--- src/rtl/ll_cmd_frontend_if.sv ---
// Command handshake between the switch front end and the linked-list engine.
// The master presents the FIFO head; the slave accepts it with cmd_ready.
interface ll_cmd_frontend_if;
    logic       cmd_valid;
    logic       cmd_ready;
    logic [1:0] cmd_op;
    logic [7:0] cmd_data;

    modport master (output cmd_valid, output cmd_op, output cmd_data, input cmd_ready);
    modport slave  (input cmd_valid, input cmd_op, input cmd_data, output cmd_ready);
endinterface

--- src/rtl/ll_cmd_frontend.sv ---
// Switch synchroniser, debouncer and one-shot command issuer feeding a small
// first-word-fall-through FIFO that drives the linked-list engine.
module ll_cmd_frontend #(
    parameter int DEBOUNCE_CYCLES = 4,
    parameter int CMD_DEPTH       = 4
) (
    input  logic                      clk,
    input  logic                      rst_n,
    input  logic [15:0]               i_sw_in,
    ll_cmd_frontend_if.master         cmd_if,
    output logic                      o_fifo_full,
    output logic [7:0]                o_drop_cnt
);
    localparam int CW = $clog2(DEBOUNCE_CYCLES + 1);
    localparam int AW = $clog2(CMD_DEPTH);

    // {opcode[2:0], data[7:0]} travels as one 11-bit word
    logic [10:0]   w_sw;
    logic          w_unused_sw;
    logic [10:0]   r_s1;
    logic [10:0]   r_s2;
    logic [10:0]   r_s2_prev;
    logic [CW-1:0] r_cnt;
    logic [10:0]   r_stable;
    logic          r_loaded;
    logic          r_armed;
    logic          w_same;
    logic          w_load;

    logic [9:0]    r_mem [CMD_DEPTH];
    logic [AW-1:0] r_wr_ptr;
    logic [AW-1:0] r_rd_ptr;
    logic [AW:0]   r_count;
    logic [7:0]    r_drop_cnt;
    logic          w_push;
    logic          w_pop;
    logic          w_full;
    logic          w_empty;
    logic          w_wr;

    assign w_sw        = {i_sw_in[15:13], i_sw_in[7:0]};
    assign w_unused_sw = ^i_sw_in[12:8];

    assign w_same = (r_s2 == r_s2_prev);
    assign w_load = w_same && (r_cnt == CW'(DEBOUNCE_CYCLES - 1));

    always_ff @(posedge clk or negedge rst_n) begin
        if (!rst_n) begin
            r_s1      <= '0;
            r_s2      <= '0;
            r_s2_prev <= '0;
            r_cnt     <= '0;
            r_stable  <= '0;
            r_loaded  <= 1'b0;
            r_armed   <= 1'b0;
        end else begin
            r_s1      <= w_sw;
            r_s2      <= r_s1;
            r_s2_prev <= r_s2;
            if (!w_same) begin
                r_cnt <= '0;
            end else if (r_cnt != CW'(DEBOUNCE_CYCLES)) begin
                r_cnt <= r_cnt + 1'b1;
            end
            if (w_load) begin
                r_stable <= r_s2;
                r_loaded <= 1'b1;
            end
            // Idle only counts once a debounced value has actually been loaded,
            // so an opcode held through reset cannot fire on release.
            if (!r_stable[10]) begin
                if (r_loaded) begin
                    r_armed <= 1'b1;
                end
            end else if (r_armed) begin
                r_armed <= 1'b0;
            end
        end
    end

    assign w_push  = r_stable[10] && r_armed;
    assign w_empty = (r_count == '0);
    assign w_full  = (r_count == (AW+1)'(CMD_DEPTH));
    assign w_pop   = !w_empty && cmd_if.cmd_ready;
    // When full, a simultaneous pop frees the slot the push lands in
    assign w_wr    = w_push && (!w_full || w_pop);

    always_ff @(posedge clk) begin
        if (w_wr) begin
            r_mem[r_wr_ptr] <= r_stable[9:0];
        end
    end

    always_ff @(posedge clk or negedge rst_n) begin
        if (!rst_n) begin
            r_wr_ptr   <= '0;
            r_rd_ptr   <= '0;
            r_count    <= '0;
            r_drop_cnt <= '0;
        end else begin
            if (w_wr) begin
                r_wr_ptr <= r_wr_ptr + 1'b1;
            end
            if (w_pop) begin
                r_rd_ptr <= r_rd_ptr + 1'b1;
            end
            case ({w_wr, w_pop})
                2'b10:   r_count <= r_count + 1'b1;
                2'b01:   r_count <= r_count - 1'b1;
                default: r_count <= r_count;
            endcase
            if (w_push && w_full && !w_pop && (r_drop_cnt != 8'hFF)) begin
                r_drop_cnt <= r_drop_cnt + 1'b1;
            end
        end
    end

    assign cmd_if.cmd_valid = !w_empty;
    assign cmd_if.cmd_op    = w_empty ? 2'b00 : r_mem[r_rd_ptr][9:8];
    assign cmd_if.cmd_data  = w_empty ? 8'h00 : r_mem[r_rd_ptr][7:0];
    assign o_fifo_full      = w_full;
    assign o_drop_cnt       = r_drop_cnt;
endmodule
--- src/flat_wrapper.sv ---
// flat-port wrapper written by rule: the top's interface ports become plain ports
module ll_cmd_frontend_flat 
#(
    parameter int DEBOUNCE_CYCLES = 4,
    parameter int CMD_DEPTH       = 4
)
  (clk, rst_n, i_sw_in, o_fifo_full, o_drop_cnt, cmd_if_cmd_valid, cmd_if_cmd_op, cmd_if_cmd_data, cmd_if_cmd_ready);
  ll_cmd_frontend_if cmd_if_i ();
  input  logic clk;
  input  logic rst_n;
  input  logic [15:0] i_sw_in;
  output logic o_fifo_full;
  output logic [7:0] o_drop_cnt;
  output wire logic [$bits(cmd_if_i.cmd_valid)-1:0] cmd_if_cmd_valid;
  output wire logic [$bits(cmd_if_i.cmd_op)-1:0] cmd_if_cmd_op;
  output wire logic [$bits(cmd_if_i.cmd_data)-1:0] cmd_if_cmd_data;
  input wire logic [$bits(cmd_if_i.cmd_ready)-1:0] cmd_if_cmd_ready;
  assign cmd_if_cmd_valid = cmd_if_i.cmd_valid;
  assign cmd_if_cmd_op = cmd_if_i.cmd_op;
  assign cmd_if_cmd_data = cmd_if_i.cmd_data;
  assign cmd_if_i.cmd_ready = cmd_if_cmd_ready;
  ll_cmd_frontend #(.DEBOUNCE_CYCLES(DEBOUNCE_CYCLES), .CMD_DEPTH(CMD_DEPTH)) u_core (.clk(clk), .rst_n(rst_n), .i_sw_in(i_sw_in), .cmd_if(cmd_if_i), .o_fifo_full(o_fifo_full), .o_drop_cnt(o_drop_cnt));
endmodule
--- config.mk ---
export PLATFORM = sky130hd
export DESIGN_NAME = ll_cmd_frontend_flat
export DESIGN_NICKNAME = d
export VERILOG_FILES = /design/src/rtl/ll_cmd_frontend_if.sv /design/src/rtl/ll_cmd_frontend.sv /design/src/flat_wrapper.sv
export SDC_FILE = /design/constraint.sdc
export NUM_CORES = 1
export LEC_CHECK = 0
export ABC_AREA = 1
export BUFFER_PORTS_ARGS = -buffer_cell sky130_fd_sc_hd__buf_2
export CORE_ASPECT_RATIO = 0.8
export CORE_UTILIZATION = 53
export DETAILED_ROUTE_END_ITERATION = 12
export PLACE_DENSITY = 0.75
export REMOVE_ABC_BUFFERS = 1
export SETUP_SLACK_MARGIN = 0.15
export SYNTH_ARGS = -nofsm -noshare
export SYNTH_HDL_FRONTEND = slang
export SYNTH_SLANG_ARGS = --single-unit
--- constraint.sdc ---
create_clock -name clk -period 1.65 [get_ports clk]
set_input_delay 0.0825 -clock clk [delete_from_list [all_inputs] [get_ports clk]]
set_output_delay 0.0825 -clock clk [all_outputs]
set_load 0.005 [all_outputs]
# == After elaboration in Yosys (flattened, before gate mapping) ==
# Memory sizes are Yosys's and may differ from the RTL's.
# Index checks and enable logic that the tools add are counted.
# word_totals
in_bits,19
word_cells,49
ram_bits,40
output_inout_bits,20
n_memories,1
regBits,64
# op_classes
eq_ne,8
add_sub_neg,6
n_reduce_logical,14
n_mux,9
# mem_list
name,words,width,read_ports,rd_clocked_by_memory_dff,wr,line_no,rtl
u_core.r_mem,4,10,1,0,1,ll_cmd_frontend.sv:30,logic [9:0] r_mem [CMD_DEPTH];
# op_table
operator,count
== test 11 bit,1
adder 8 x 1 -> 8 bit (second input constant),1
two-way mux 8 bit,1
inequality test 8 bit (second input constant),1
logical AND 1 bit,7
adder 3 x 1 -> 3 bit (second input constant),2
two-way mux 3 bit,2
one-hot mux 3 bit (2 select lines),1
adder 2 x 1 -> 2 bit (second input constant),2
two-way mux 1 bit,4
nonzero test 2 bit,2
== test 3 x 2 -> 1 bit (second input constant),1
== test 3 bit (second input constant),1
logical NOT 1 bit,3
logical NOT 3 bit,1
inequality test 3 bit (second input constant),1
subtractor 3 x 1 -> 3 bit (second input constant),1
== test 2 x 1 -> 1 bit (second input constant),1
== test 2 bit (second input constant),1
two-way mux 2 bit,1
inequality test 2 bit (second input constant),1
logical OR 1 bit,1

# == Longest topological paths before layout ==
# Gate-level depths: netlist (run 1).
# depth
depth_word,7
mapped_depth,9
mapped_depth_nobuf,9

# == Least setup slack after synthesis (run 1) ==
# OpenSTA, ideal clock, no wires.
# synth_timing
path_kind,reg-to-reg
start,reg u_core.r_count[0]
end,"mem u_core.r_mem[0][0], enable pin"
required_time_ps,1274
setup_time_ps,376
n_path_buf,0
stages_incl_launch_ff,7
arrival_time_ps,1330
slack_ps,-57
synth_period_minus_slack_ps,1707
path_cell_list,dfrtp_1 > inv_2 > nand3_4 > nand2_4 > nand2_2 > nand2_1 > nor2_1
# synth_via
elab_chain_len,7
elab_cells_between_ends,9
cone_classes,eq/ne (1); mux (2); reduce/logical (6)
# synth_lines
element,line_no,rtl
from (decl),ll_cmd_frontend.sv:33,logic [AW:0] r_count;
from (signal assigned),ll_cmd_frontend.sv:108,2'b10: r_count <= r_count + 1'b1;
from (signal assigned),ll_cmd_frontend.sv:109,2'b01: r_count <= r_count - 1'b1;
from (signal assigned),ll_cmd_frontend.sv:110,default: r_count <= r_count;
logical NOT 3 bit,ll_cmd_frontend.sv:82,assign w_empty = (r_count == '0);
logical NOT 1 bit,-,
named net cmd_if_cmd_valid,flat_wrapper.sv:14,output wire logic [$bits(cmd_if_i.cmd_valid)-1:0] cmd_if_cmd_valid;
logical AND 1 bit,ll_cmd_frontend.sv:84,assign w_pop = !w_empty && cmd_if.cmd_ready;
logical OR 1 bit,ll_cmd_frontend.sv:86,assign w_wr = w_push && (!w_full || w_pop);
logical AND 1 bit,ll_cmd_frontend.sv:86,
two-way mux 1 bit,ll_cmd_frontend.sv:89,if (w_wr) begin
two-way mux 1 bit (implied by the code),ll_cmd_frontend.sv:90,r_mem[r_wr_ptr] <= r_stable[9:0];
to (decl),ll_cmd_frontend.sv:30,
# The timed path passes the listed nets, and every way through them passes these cells.

# == Worst setup path in the final report (run 1) ==
# layout_timing
start,reg u_core.r_rd_ptr[0]
end,out cmd_if_cmd_data[7]
# layout_via
elab_chain_len,2
# layout_lines
element,line_no,rtl
from (decl),ll_cmd_frontend.sv:32,logic [AW-1:0] r_rd_ptr;
from (signal assigned),ll_cmd_frontend.sv:105,r_rd_ptr <= r_rd_ptr + 1'b1;
memory (4 x 10 bit),-,
two-way mux 8 bit,ll_cmd_frontend.sv:120,assign cmd_if.cmd_data = w_empty ? 8'h00 : r_mem[r_rd_ptr][7:0];
to (decl),flat_wrapper.sv:16,output wire logic [$bits(cmd_if_i.cmd_data)-1:0] cmd_if_cmd_data;
# Every way passes these cells.

==> impl_metrics.py, run 1 <==
metrics = {
    "outcome": {
        "status": "complete, no violations",
    },
    "worst_hold_path": {
        "hold_crit_path_type": "in -> reg",
    },
    "sta": {
        "maxClockFrequency_mhz": 617,
        "hold_violations": 0,
        "final-max-slew-violation-count": 0,
        "fin_hold_ws_ns": 0.0630,
        "final_period_util_pct": 98.2,
        "finalCriticalPeriod_ns": 1.62,
        "max_slew_margin_pct": 77.9,
        "tns_ns": 0,
        "actual_transition_at_the_worst_max_transition_pin_ns": 0.331,
        "finalSetupViolations": 0,
        "fin_worst_skew_ns": 0.00811,
        "rsz0062_at_grt": "yes",
    },
    "floorplanning": {
        "fp.dieH_um": 81.8,
        "coreArea_mm2": 0.00757,
        "floorplan_die_area_mm2": 0.00833,
        "fp-row-count": 28,
        "floorplan.initialDensity_pct": 55.8,
        "pin_count": 39,
        "die_width_um": 102,
    },
    "layout": {
        "area_of_combinational_cells_with_multiple_inputs_mm2": 0.00138,
        "nNetsFinal": 495,
        "antenna-diode-count": 0,
        "final_core_util_pct": 69.6,
        "area.sequential_mm2": 0.00281,
        "area_growth_syn_to_layout_pct": 24.8,
        "fill_cells": 529,
        "drive_gt1_share_pct": 27.1,
    },
    "routing": {
        "drtPass1Iterations": 4,
        "routed_wirelength_um": 8040,
        "vias_per_cell": 5.02,
        "dr.first_iter.drc_count": 187,
        "wire_per_inst_um": 13.9,
        "via_count": 2896,
        "ant_nets": 0,
        "drc": 0,
    },
    "worst_setup_path": {
        "crit_path_max_fanout": 10,
        "worst-setup-path-type": "reg -> out",
        "cp.arrival_ns": 1.54,
        "required_ns": 1.57,
        "end_kind": "output pin",
        "worstSetupStartpointType": "flip-flop",
    },
    "grt": {
        "grt.total_usage_pct": 19.0,
        "grt_first_pass_wirelength_um": 11600,
        "number_of_antenna_violations_at_the_first_check_in_global_routing": 0,
        "grt_max_degree": 65,
        "gr-total-overflow": 0,
        "via_count_of_the_first_global_routing_pass": 2550,
    },
    "yosys": {
        "yosysWarnings": 0,
        "synth_edf_count": 40,
        "synthArstFlopShare_pct": 61.5,
        "yosys_register_bits": 104,
        "synth_seq_area_share_pct": 66.4,
        "synthesis.instances": 391,
        "yosys_most_used_dff": "sky130_fd_sc_hd__dfrtp_1",
        "cell_area_synth_mm2": 0.00422,
        "synthDistinctLibCells": 30,
        "average_size_of_a_mapped_cell_um2": 10.8,
    },
    "clock_network": {
        "ctsHtreeMaxLevel": 3,
        "tritoncts": "yes",
        "clock_latency_ns": 0.36,
        "cts_buffer_depth": 2,
        "sinks_on_the_clock_net": 104,
        "cts-root-buf": "sky130_fd_sc_hd__clkbuf_8",
        "cts-buffers-inserted": 9,
        "worst_setup_hold_path_clk_slew_ns": 0.09,
    },
    "pwr": {
        "power-per-cell-area_mw_per_mm2": 834,
        "vdd_ir_drop_max_mv": 0.908,
        "static_leakage_nw": 2.40,
        "design_power_total_mw": 4.40,
    },
    "flow_run": {
        "max-cap-violations": 0,
    },
    "placement": {
        "count_of_buffers_from_port_buffering": 33,
        "hpwlAfterDp_um": 4710,
        "gp_congestion": 0.702,
    },
}
## worst paths after layout
path	cells past startpoint	slack [ns]	startpoint	to
max in group asynchronous	3	1.13	rst_n	u_core.r_s1[1]
max reg2reg	7	0.09	u_core.r_count[0]	u_core.o_drop_cnt[0]
min in group asynchronous	3	0.24	rst_n	u_core.r_count[0]
max	6	0.03	u_core.r_rd_ptr[0]	cmd_if_cmd_data[7]
min	3	0.06	cmd_if_cmd_ready	u_core.r_rd_ptr[0]
min reg2reg	0	0.35	u_core.r_s1[4]	u_core.r_s2[4]
## per-stage QoR
stage	cells	worst slack [ns]	area, µm²
2_1_floorplan	381	-0.0568	4170
4_1_cts	565	0.0483	4960
5_1_grt	577	-0.0537	5270
3_5_place_dp	534	0.0697	4590
3_3_place_gp	534	0.124	4590
6_report	577	0.0298	5270
## state kept, by name, summed over array words and instances, names as in the netlist
signal             count
u_core.r_stable       11
u_core.r_armed         1
u_core.r_rd_ptr        2
u_core.r_s2           11
u_core.r_mem          40
u_core.r_loaded        1
u_core.r_cnt           3
u_core.r_count         3
u_core.r_s2_prev      11
u_core.o_drop_cnt      8
u_core.r_s1           11
u_core.r_wr_ptr        2
## metal layers
metal  track usage [%]  wire length [µm]
met5                 0                 0
met1              22.8              3170
met2              33.2              4300
met3              5.70               421
met4              5.65               154
## final cells by class
type                       count  area share, %
multi-input combinational    241           26.1
sequential                   104           53.3
timing repair buffer          75           11.7
inverter                      36           2.78
clock buffer                   9           2.35
clock inverter                 7           1.33
tap                          105           2.49
## what timing repair did
action                                  in CTS  in global routing
endpoints found under the hold margin       75                  0
endpoints found under the setup margin      59                 71
gates cloned                                 0                  5
gates resized for setup                     11                 81
buffers inserted                             3                  7
hold buffers                                12                  0
pin swaps                                    1                 16
## Yosys cell counts, types with 4 or more instances
cell                       number  area share, %
sky130_fd_sc_hd__o21ai_0       19            2.3
sky130_fd_sc_hd__nand4_1       12            1.8
sky130_fd_sc_hd__buf_2          4           0.47
sky130_fd_sc_hd__ha_1           8            2.4
sky130_fd_sc_hd__a21oi_1       16            1.9
sky130_fd_sc_hd__edfxtp_1      40             28
sky130_fd_sc_hd__xnor2_1        6            1.2
sky130_fd_sc_hd__nor2_1        56            5.0
sky130_fd_sc_hd__nand2_1       92            8.2
sky130_fd_sc_hd__inv_1         32            2.8
sky130_fd_sc_hd__clkbuf_1       4           0.36
sky130_fd_sc_hd__dfrtp_1       64             38
sky130_fd_sc_hd__nand3_1        7           0.83
sky130_fd_sc_hd__xor2_1         8            1.7
## where the power goes
group          internal [mW]  switching, mW  total [mW]
registers               2.71         0.0288        2.74
clock network          0.701          0.827        1.53
logic                 0.0599         0.0722       0.132
## placed cells by master (no fill, tap or decap), types with 3 or more instances in the layout
master                          count
sky130_fd_sc_hd__a21oi_1           14
sky130_fd_sc_hd__xnor2_1            6
sky130_fd_sc_hd__nand3_1            5
sky130_fd_sc_hd__clkbuf_8           9
sky130_fd_sc_hd__buf_6             13
sky130_fd_sc_hd__nand4_1           12
sky130_fd_sc_hd__clkinv_2           3
sky130_fd_sc_hd__o21ai_1           18
sky130_fd_sc_hd__nor2_4             6
sky130_fd_sc_hd__nand2_2           13
sky130_fd_sc_hd__dlygate4sd3_1     12
sky130_fd_sc_hd__nor2_1            50
sky130_fd_sc_hd__edfxtp_1          40
sky130_fd_sc_hd__nor2_2             3
sky130_fd_sc_hd__nand2_1           78
sky130_fd_sc_hd__buf_4             13
sky130_fd_sc_hd__xor2_1             8
sky130_fd_sc_hd__ha_1               7
sky130_fd_sc_hd__buf_2             33
sky130_fd_sc_hd__dfrtp_1           62
sky130_fd_sc_hd__nand2_4            3
sky130_fd_sc_hd__nand3_4            3
sky130_fd_sc_hd__buf_12             3
sky130_fd_sc_hd__clkinv_4           3
sky130_fd_sc_hd__inv_1             27
sky130_fd_sc_hd__inv_2              5
## cells by family after synthesis
group / Yosys count / synth area share [%]
and+or+nand+nor: 179 / 18.3
DFF: 104 / 66.4
buffers and inverters: 46 / 4.48
xor gates and xnor gates: 15 / 3.29
AOI/OAI and AO/OA: 38 / 4.68
adders and majority gates: 9 / 2.85
## critical path, cell delays in order (launching register included)
cell and delay, ns:
sky130_fd_sc_hd__dfrtp_2 0.46, sky130_fd_sc_hd__buf_12 0.15, sky130_fd_sc_hd__nor2_2 0.04, sky130_fd_sc_hd__nor2_1 0.09, sky130_fd_sc_hd__o21ai_1 0.11, sky130_fd_sc_hd__a21oi_2 0.18
sky130_fd_sc_hd__buf_2 0.14
(Power assumes the default switching activity.)
==> run 2: changes to the inputs <==
--- a/config.mk
+++ b/config.mk
@@ -10,7 +10,7 @@
 export CORE_ASPECT_RATIO = 0.8
 export CORE_UTILIZATION = 53
 export DETAILED_ROUTE_END_ITERATION = 12
-export PLACE_DENSITY = 0.75
+export PLACE_DENSITY_LB_ADDON = 0.25
 export REMOVE_ABC_BUFFERS = 1
 export SETUP_SLACK_MARGIN = 0.15
 export SYNTH_ARGS = -nofsm -noshare
==> run 2 against run 1 <==
Setup slack got worse by 0.023 ns. Die area stayed put. Sequential power is essentially flat. First-iteration DRC count is 5.9% lower. Power shrank 2.7%. Hold slack gained 0.072 ns. Clock power shrank 8%. Final area is 0.55% higher. Flip-flop and latch count stayed put.
==> impl_metrics.py, run 2 (synthesis results as in run 1) <==
metrics = {
    "outcome": {
        "status": "complete, no violations",
    },
    "worst_setup_path": {
        "cp.arrival_ns": 1.56,
        "required_ns": 1.57,
        "critical_path.max_stage_delay_ns": 0.45,
        "timing.critical_path.cells": "buf_8 -> buf_6 -> nor2_2 -> nor2_1 -> o21ai_1 -> a21oi_2 -> buf_2",
        "worst_path_dominant_cell_family": "flip-flops",
        "worstSetupStartpointType": "flip-flop",
        "worst-setup-path-type": "reg -> out",
        "worst_path_max_delay_cell": "sky130_fd_sc_hd__dfrtp_2",
        "end_kind": "output pin",
        "crit_path_max_fanout": 6,
        "critical_path_buf_inv_count": 3,
    },
    "layout": {
        "final_cell_area_mm2": 0.00530,
        "final_core_util_pct": 70.0,
        "layout.cells.most_common_list": "sky130_fd_sc_hd__nand2_1 (81), sky130_fd_sc_hd__dfrtp_1 (63), sky130_fd_sc_hd__nor2_1 (41)",
        "largest_register": "u_core.r_mem",
        "area_growth_syn_to_layout_pct": 25.5,
        "drive_gt1_share_pct": 28.2,
        "commonest_non_fill_non_tap_cell_in_the_layout": "sky130_fd_sc_hd__nand2_1",
        "layout.cells.non_filler": 581,
        "nNetsFinal": 499,
        "antenna-diode-count": 0,
        "largest_register_ff_count": 40,
    },
    "routing": {
        "dr.first_iter.drc_count": 176,
        "wire_per_inst_um": 13.7,
        "drc": 0,
        "via_count": 2880,
        "vias_per_cell": 4.96,
        "ant_nets": 0,
        "drtPass1Iterations": 4,
        "routed_wirelength_um": 7970,
    },
    "pwr": {
        "power-per-cell-area_mw_per_mm2": 807,
        "power.sequential.fraction_pct": 63.9,
        "p_int_mw": 3.36,
        "power.share.switching_pct": 21.4,
        "share_clk_of_total_power_pct": 33.0,
        "static_leakage_nw": 2.41,
        "vdd_ir_drop_max_mv": 0.739,
        "total_switching_power_mw": 0.916,
        "comb_power_share_pct": 3.1,
        "design_power_total_mw": 4.28,
    },
    "clock_network": {
        "sinks_on_the_clock_net": 104,
        "worst_setup_hold_path_clk_slew_ns": 0.09,
        "cts-buffers-inserted": 9,
        "clock_latency_ns": 0.36,
        "tritoncts": "yes",
        "cts_buffer_depth": 2,
        "cts-root-buf": "sky130_fd_sc_hd__clkbuf_8",
        "ctsHtreeMaxLevel": 3,
    },
    "floorplanning": {
        "coreArea_mm2": 0.00757,
        "fp.dieH_um": 81.8,
        "die_width_um": 102,
        "floorplan.initialDensity_pct": 55.8,
        "floorplan_die_area_mm2": 0.00833,
        "fp-row-count": 28,
        "pin_count": 39,
    },
    "flow_run": {
        "max-cap-violations": 0,
    },
    "placement": {
        "placed_cells_incl_taps": 533,
        "placement.setup.worst_slack_ns": 0.0957,
        "placed_area_mm2": 0.00458,
        "count_of_buffers_from_port_buffering": 33,
        "hpwlAfterDp_um": 4570,
        "gp_congestion": 0.741,
    },
    "grt": {
        "grt_max_degree": 49,
        "via_count_of_the_first_global_routing_pass": 2517,
        "grt_first_pass_wirelength_um": 11200,
        "gr-total-overflow": 0,
        "number_of_antenna_violations_at_the_first_check_in_global_routing": 0,
        "grt.total_usage_pct": 18.3,
    },
    "sta": {
        "finalSetupViolations": 0,
        "final_period_util_pct": 99.6,
        "hold_violations": 0,
        "fin_hold_ws_ns": 0.135,
        "max_slew_margin_pct": 71.7,
        "fin_worst_skew_ns": 0.00847,
        "final-max-slew-violation-count": 0,
        "post-route-worst-setup-slack_ns": 0.00687,
        "maxClockFrequency_mhz": 609,
        "rsz0062_at_grt": "yes",
        "tns_ns": 0,
        "actual_transition_at_the_worst_max_transition_pin_ns": 0.425,
        "finalCriticalPeriod_ns": 1.64,
    },
    "worst_hold_path": {
        "hold_crit_path_type": "in -> reg",
    },
}
## run 2: cell count changes in the layout (fill, tap and decap cells not counted), moves of 3 or more
| cell | delta |
|---|---|
| sky130_fd_sc_hd__o21ai_1 | -6 |
| sky130_fd_sc_hd__nor2_1 | -9 |
| sky130_fd_sc_hd__nor2_4 | +3 |
| sky130_fd_sc_hd__buf_6 | +3 |
| sky130_fd_sc_hd__nand2_1 | +3 |
| sky130_fd_sc_hd__o21ai_0 | +6 |
| sky130_fd_sc_hd__nor2_2 | +6 |
## run 2: worst paths after layout
check                      slack [ns]            endpoint                from  cells after the start
min                              0.14  u_core.r_rd_ptr[0]    cmd_if_cmd_ready                      3
min in group asynchronous        0.18   u_core.r_count[1]               rst_n                      2
max                             0.007    cmd_if_cmd_op[0]  u_core.r_rd_ptr[0]                      7
min reg2reg                      0.35     u_core.r_s2[10]     u_core.r_s1[10]                      0
max in group asynchronous        0.89      u_core.r_s1[4]               rst_n                      3
max reg2reg                      0.14  u_core.r_mem[1][0]   u_core.r_count[1]                      6
## run 2: layer usage
layer	GRT usage (%)	wire [µm]	vias to the layer above
met5	0	0	-
met4	7.83	119	0
met3	4.26	432	13
met2	30.1	3960	79
met1	23.5	3460	1353
li1	-	-	1435
## run 2: worst reg2reg max path, stage by stage (launching register included)
cell and delay (ns):
sky130_fd_sc_hd__dfrtp_1 0.43, sky130_fd_sc_hd__buf_6 0.14, sky130_fd_sc_hd__nor3_4 0.23, sky130_fd_sc_hd__nand2_2 0.13
sky130_fd_sc_hd__nand2_4 0.17, sky130_fd_sc_hd__nor2_4 0.06, sky130_fd_sc_hd__buf_6 0.13
## run 2: repair_timing
action / CTS / global route
gates cloned: 0 / 5
hold endpoints to repair: 27 / 0
buffers inserted: 5 / 10
hold buffers: 12 / 0
pin swaps: 4 / 21
setup endpoints to repair: 58 / 74
gates resized for setup: 16 / 83
## run 2: cell type report
| type | count | area, µm² |
|---|---|---|
| clock buffer | 12 | 145 |
| tap | 105 | 131 |
| timing repair buffer | 79 | 658 |
| clock inverter | 4 | 28.8 |
| sequential | 104 | 2800 |
| inverter | 36 | 143 |
| fill | 534 | 2270 |
| multi-input combinational | 241 | 1390 |
## run 2: power groups by stage
stage | Sequential [mW] | Combinational [mW] | Clock [mW]
after floorplan | 2.78 | 0.0491 | 0
after global placement | 2.79 | 0.106 | 0
after detailed placement | 2.79 | 0.110 | 0
after CTS | 2.73 | 0.132 | 1.44
after global routing | 2.74 | 0.153 | 1.51
final | 2.73 | 0.133 | 1.41
==> run 3: changes to the inputs <==
--- a/config.mk
+++ b/config.mk
@@ -12,7 +12,7 @@
 export DETAILED_ROUTE_END_ITERATION = 12
 export PLACE_DENSITY_LB_ADDON = 0.25
 export REMOVE_ABC_BUFFERS = 1
-export SETUP_SLACK_MARGIN = 0.15
+export SETUP_SLACK_MARGIN = 0.3
 export SYNTH_ARGS = -nofsm -noshare
 export SYNTH_HDL_FRONTEND = slang
 export SYNTH_SLANG_ARGS = --single-unit
==> run 3 against run 2 <==
The flow now finishes with violations (setup timing). Flip-flop and latch count is the same. Power grew 0.54%. Sequential power is essentially flat. Wire length grew 2.6%. Register-to-register slack lost 0.08 ns. Die area is the same. Utilization grew 2.4 points. Final cell count grew 1.9%. Setup slack lost 0.051 ns. Critical path type unchanged. Critical endpoint is now cmd_if_cmd_data[6].
==> impl_metrics.py, run 3 (synthesis results as in run 1) <==
metrics = {
    "flow_run": {
        "max-cap-violations": 0,
    },
    "worst_setup_path": {
        "worst-setup-path-type": "reg -> out",
        "timing.reg2reg.worst_path_depth": 7,
        "crit_path_max_fanout": 15,
        "worstSetupStartpointType": "flip-flop",
        "cp.arrival_ns": 1.61,
        "end_kind": "output pin",
        "critical_path.most_common_cell": "sky130_fd_sc_hd__nor2_1",
        "worst_path_max_delay_cell": "sky130_fd_sc_hd__dfrtp_2",
        "required_ns": 1.57,
        "critical_path.max_stage_delay_ns": 0.41,
        "timing.critical_path.cells": "buf_8 -> nor2_1 -> nor2_1 -> o21ai_0 -> a21oi_1 -> buf_2",
    },
    "pwr": {
        "vdd_ir_drop_max_mv": 0.750,
        "power-per-cell-area_mw_per_mm2": 785,
        "design_power_total_mw": 4.30,
        "static_leakage_nw": 2.48,
    },
    "grt": {
        "via_count_of_the_first_global_routing_pass": 2614,
        "grt_most_used_layer": "met2",
        "grt.total_usage_pct": 19.5,
        "met2_track_demand_over_resource_pct": 32.7,
        "grt_max_degree": 49,
        "grt_first_pass_wirelength_um": 11900,
        "gr-total-overflow": 0,
        "grtUsageMet1_pct": 25.0,
        "groute.layer.met3.usage_pct": 4.26,
        "number_of_antenna_violations_at_the_first_check_in_global_routing": 0,
    },
    "placement": {
        "count_of_buffers_from_port_buffering": 33,
        "placed_cells_incl_taps": 533,
        "placement.setup.worst_slack_ns": 0.0957,
        "hpwlAfterDp_um": 4570,
        "gp_congestion": 0.741,
    },
    "floorplanning": {
        "floorplan_die_area_mm2": 0.00833,
        "fp-row-count": 28,
        "coreArea_mm2": 0.00757,
        "pin_count": 39,
        "floorplan.initialDensity_pct": 55.8,
        "fp.dieH_um": 81.8,
        "die_width_um": 102,
    },
    "sta": {
        "fin_worst_skew_ns": 0.00705,
        "hold_violations": 0,
        "rsz0062_at_grt": "yes",
        "post-route-worst-setup-slack_ns": -0.0439,
        "final_period_util_pct": 103,
        "max_slew_margin_pct": 72.3,
        "finalSetupViolations": 1,
        "finalCriticalPeriod_ns": 1.69,
        "final-max-slew-violation-count": 0,
        "maxClockFrequency_mhz": 590,
        "actual_transition_at_the_worst_max_transition_pin_ns": 0.416,
        "tns_ns": -0.0439,
    },
    "routing": {
        "via_count": 2920,
        "dr.first_iter.drc_count": 174,
        "ant_nets": 0,
        "wire_per_inst_um": 13.8,
        "vias_per_cell": 4.93,
        "drtPass1Iterations": 4,
        "drc": 0,
        "routed_wirelength_um": 8170,
    },
    "layout": {
        "layout.cells.non_filler": 592,
        "area_growth_syn_to_layout_pct": 29.9,
        "commonest_non_fill_non_tap_cell_in_the_layout": "sky130_fd_sc_hd__nand2_1",
        "nNetsFinal": 510,
        "largest_register": "u_core.r_mem",
        "largest_register_ff_count": 40,
        "layout.cells.most_common_list": "sky130_fd_sc_hd__nand2_1 (77), sky130_fd_sc_hd__dfrtp_1 (63), sky130_fd_sc_hd__nor2_1 (42)",
        "final_core_util_pct": 72.4,
        "antenna-diode-count": 0,
        "drive_gt1_share_pct": 32.0,
    },
    "worst_hold_path": {
        "hold_depth": 3,
        "hold_crit_path_type": "in -> reg",
    },
    "clock_network": {
        "cts_buffer_depth": 2,
        "sinks_on_the_clock_net": 104,
        "tritoncts": "yes",
        "worst_setup_hold_path_clk_slew_ns": 0.09,
        "ctsHtreeMaxLevel": 3,
        "cts-buffers-inserted": 9,
        "cts-root-buf": "sky130_fd_sc_hd__clkbuf_8",
        "clock_latency_ns": 0.36,
    },
    "outcome": {
        "status": "complete, but fails checks",
        "violated_checks": "setup timing",
    },
}
==> run 3: worst max-delay path, delay by kind of cell, from the launching register on <==
kind / cells / cell delay (ns)
AO/OA/AOI/OAI: 2 / 0.34
AND/OR/NAND/NOR: 2 / 0.19
flip-flops: 1 / 0.41
buffers and inverters: 2 / 0.30
==> run 3: final timing paths <==
path	end	slack [ns]	start
worst max-delay path	cmd_if_cmd_data[6]	-0.04	u_core.r_rd_ptr[0]
worst min-delay path	u_core.r_rd_ptr[0]	0.07	cmd_if_cmd_ready
worst max register to register	u_core.o_drop_cnt[0]	0.06	u_core.r_count[1]
worst min register to register	u_core.r_s2[10]	0.35	u_core.r_s1[10]
max in group asynchronous	u_core.r_cnt[0]	0.89	rst_n
min in group asynchronous	u_core.r_count[0]	0.17	rst_n
==> run 3: metrics by stage <==
stage | hold slack (ns) | cell area, µm²
floorplan | -0.213 | 4170
global placement | 0.0388 | 4580
detailed placement | 0.0431 | 4580
CTS | 0.0589 | 5180
global route | 0.0959 | 5480
finish | 0.0696 | 5480
==> run 3: timing repair <==
action	4_1_cts	5_1_grt
pin swaps	10	24
buffers inserted	15	12
resized for setup	52	61
hold buffers	12	0
cloned	4	0
endpoints found under the setup margin	73	79
endpoints found under the hold margin	27	0
==> run 3: routing by layer <==
| metal | wire [µm] | vias to the layer above |
|---|---|---|
| met5 | 0 | - |
| met4 | 105 | 0 |
| met3 | 392 | 13 |
| met2 | 4160 | 72 |
| met1 | 3520 | 1385 |
| li1 | - | 1450 |
==> run 3: final cells by class <==
class,count,area [µm²]
clock inverters,4,28.8
clock buffers,12,145
fillers,511,2090
well taps,105,131
inverters,36,145
repair buffers,90,758
multi-input cells,241,1470
flip-flops and latches,104,2800
==> run 3: power breakdown <==
group,leakage [nW],internal [mW],switching [mW]
clock network,0.0830,0.594,0.822
registers,1.08,2.71,0.0266
logic,1.32,0.0721,0.0788
total,2.48,3.37,0.927
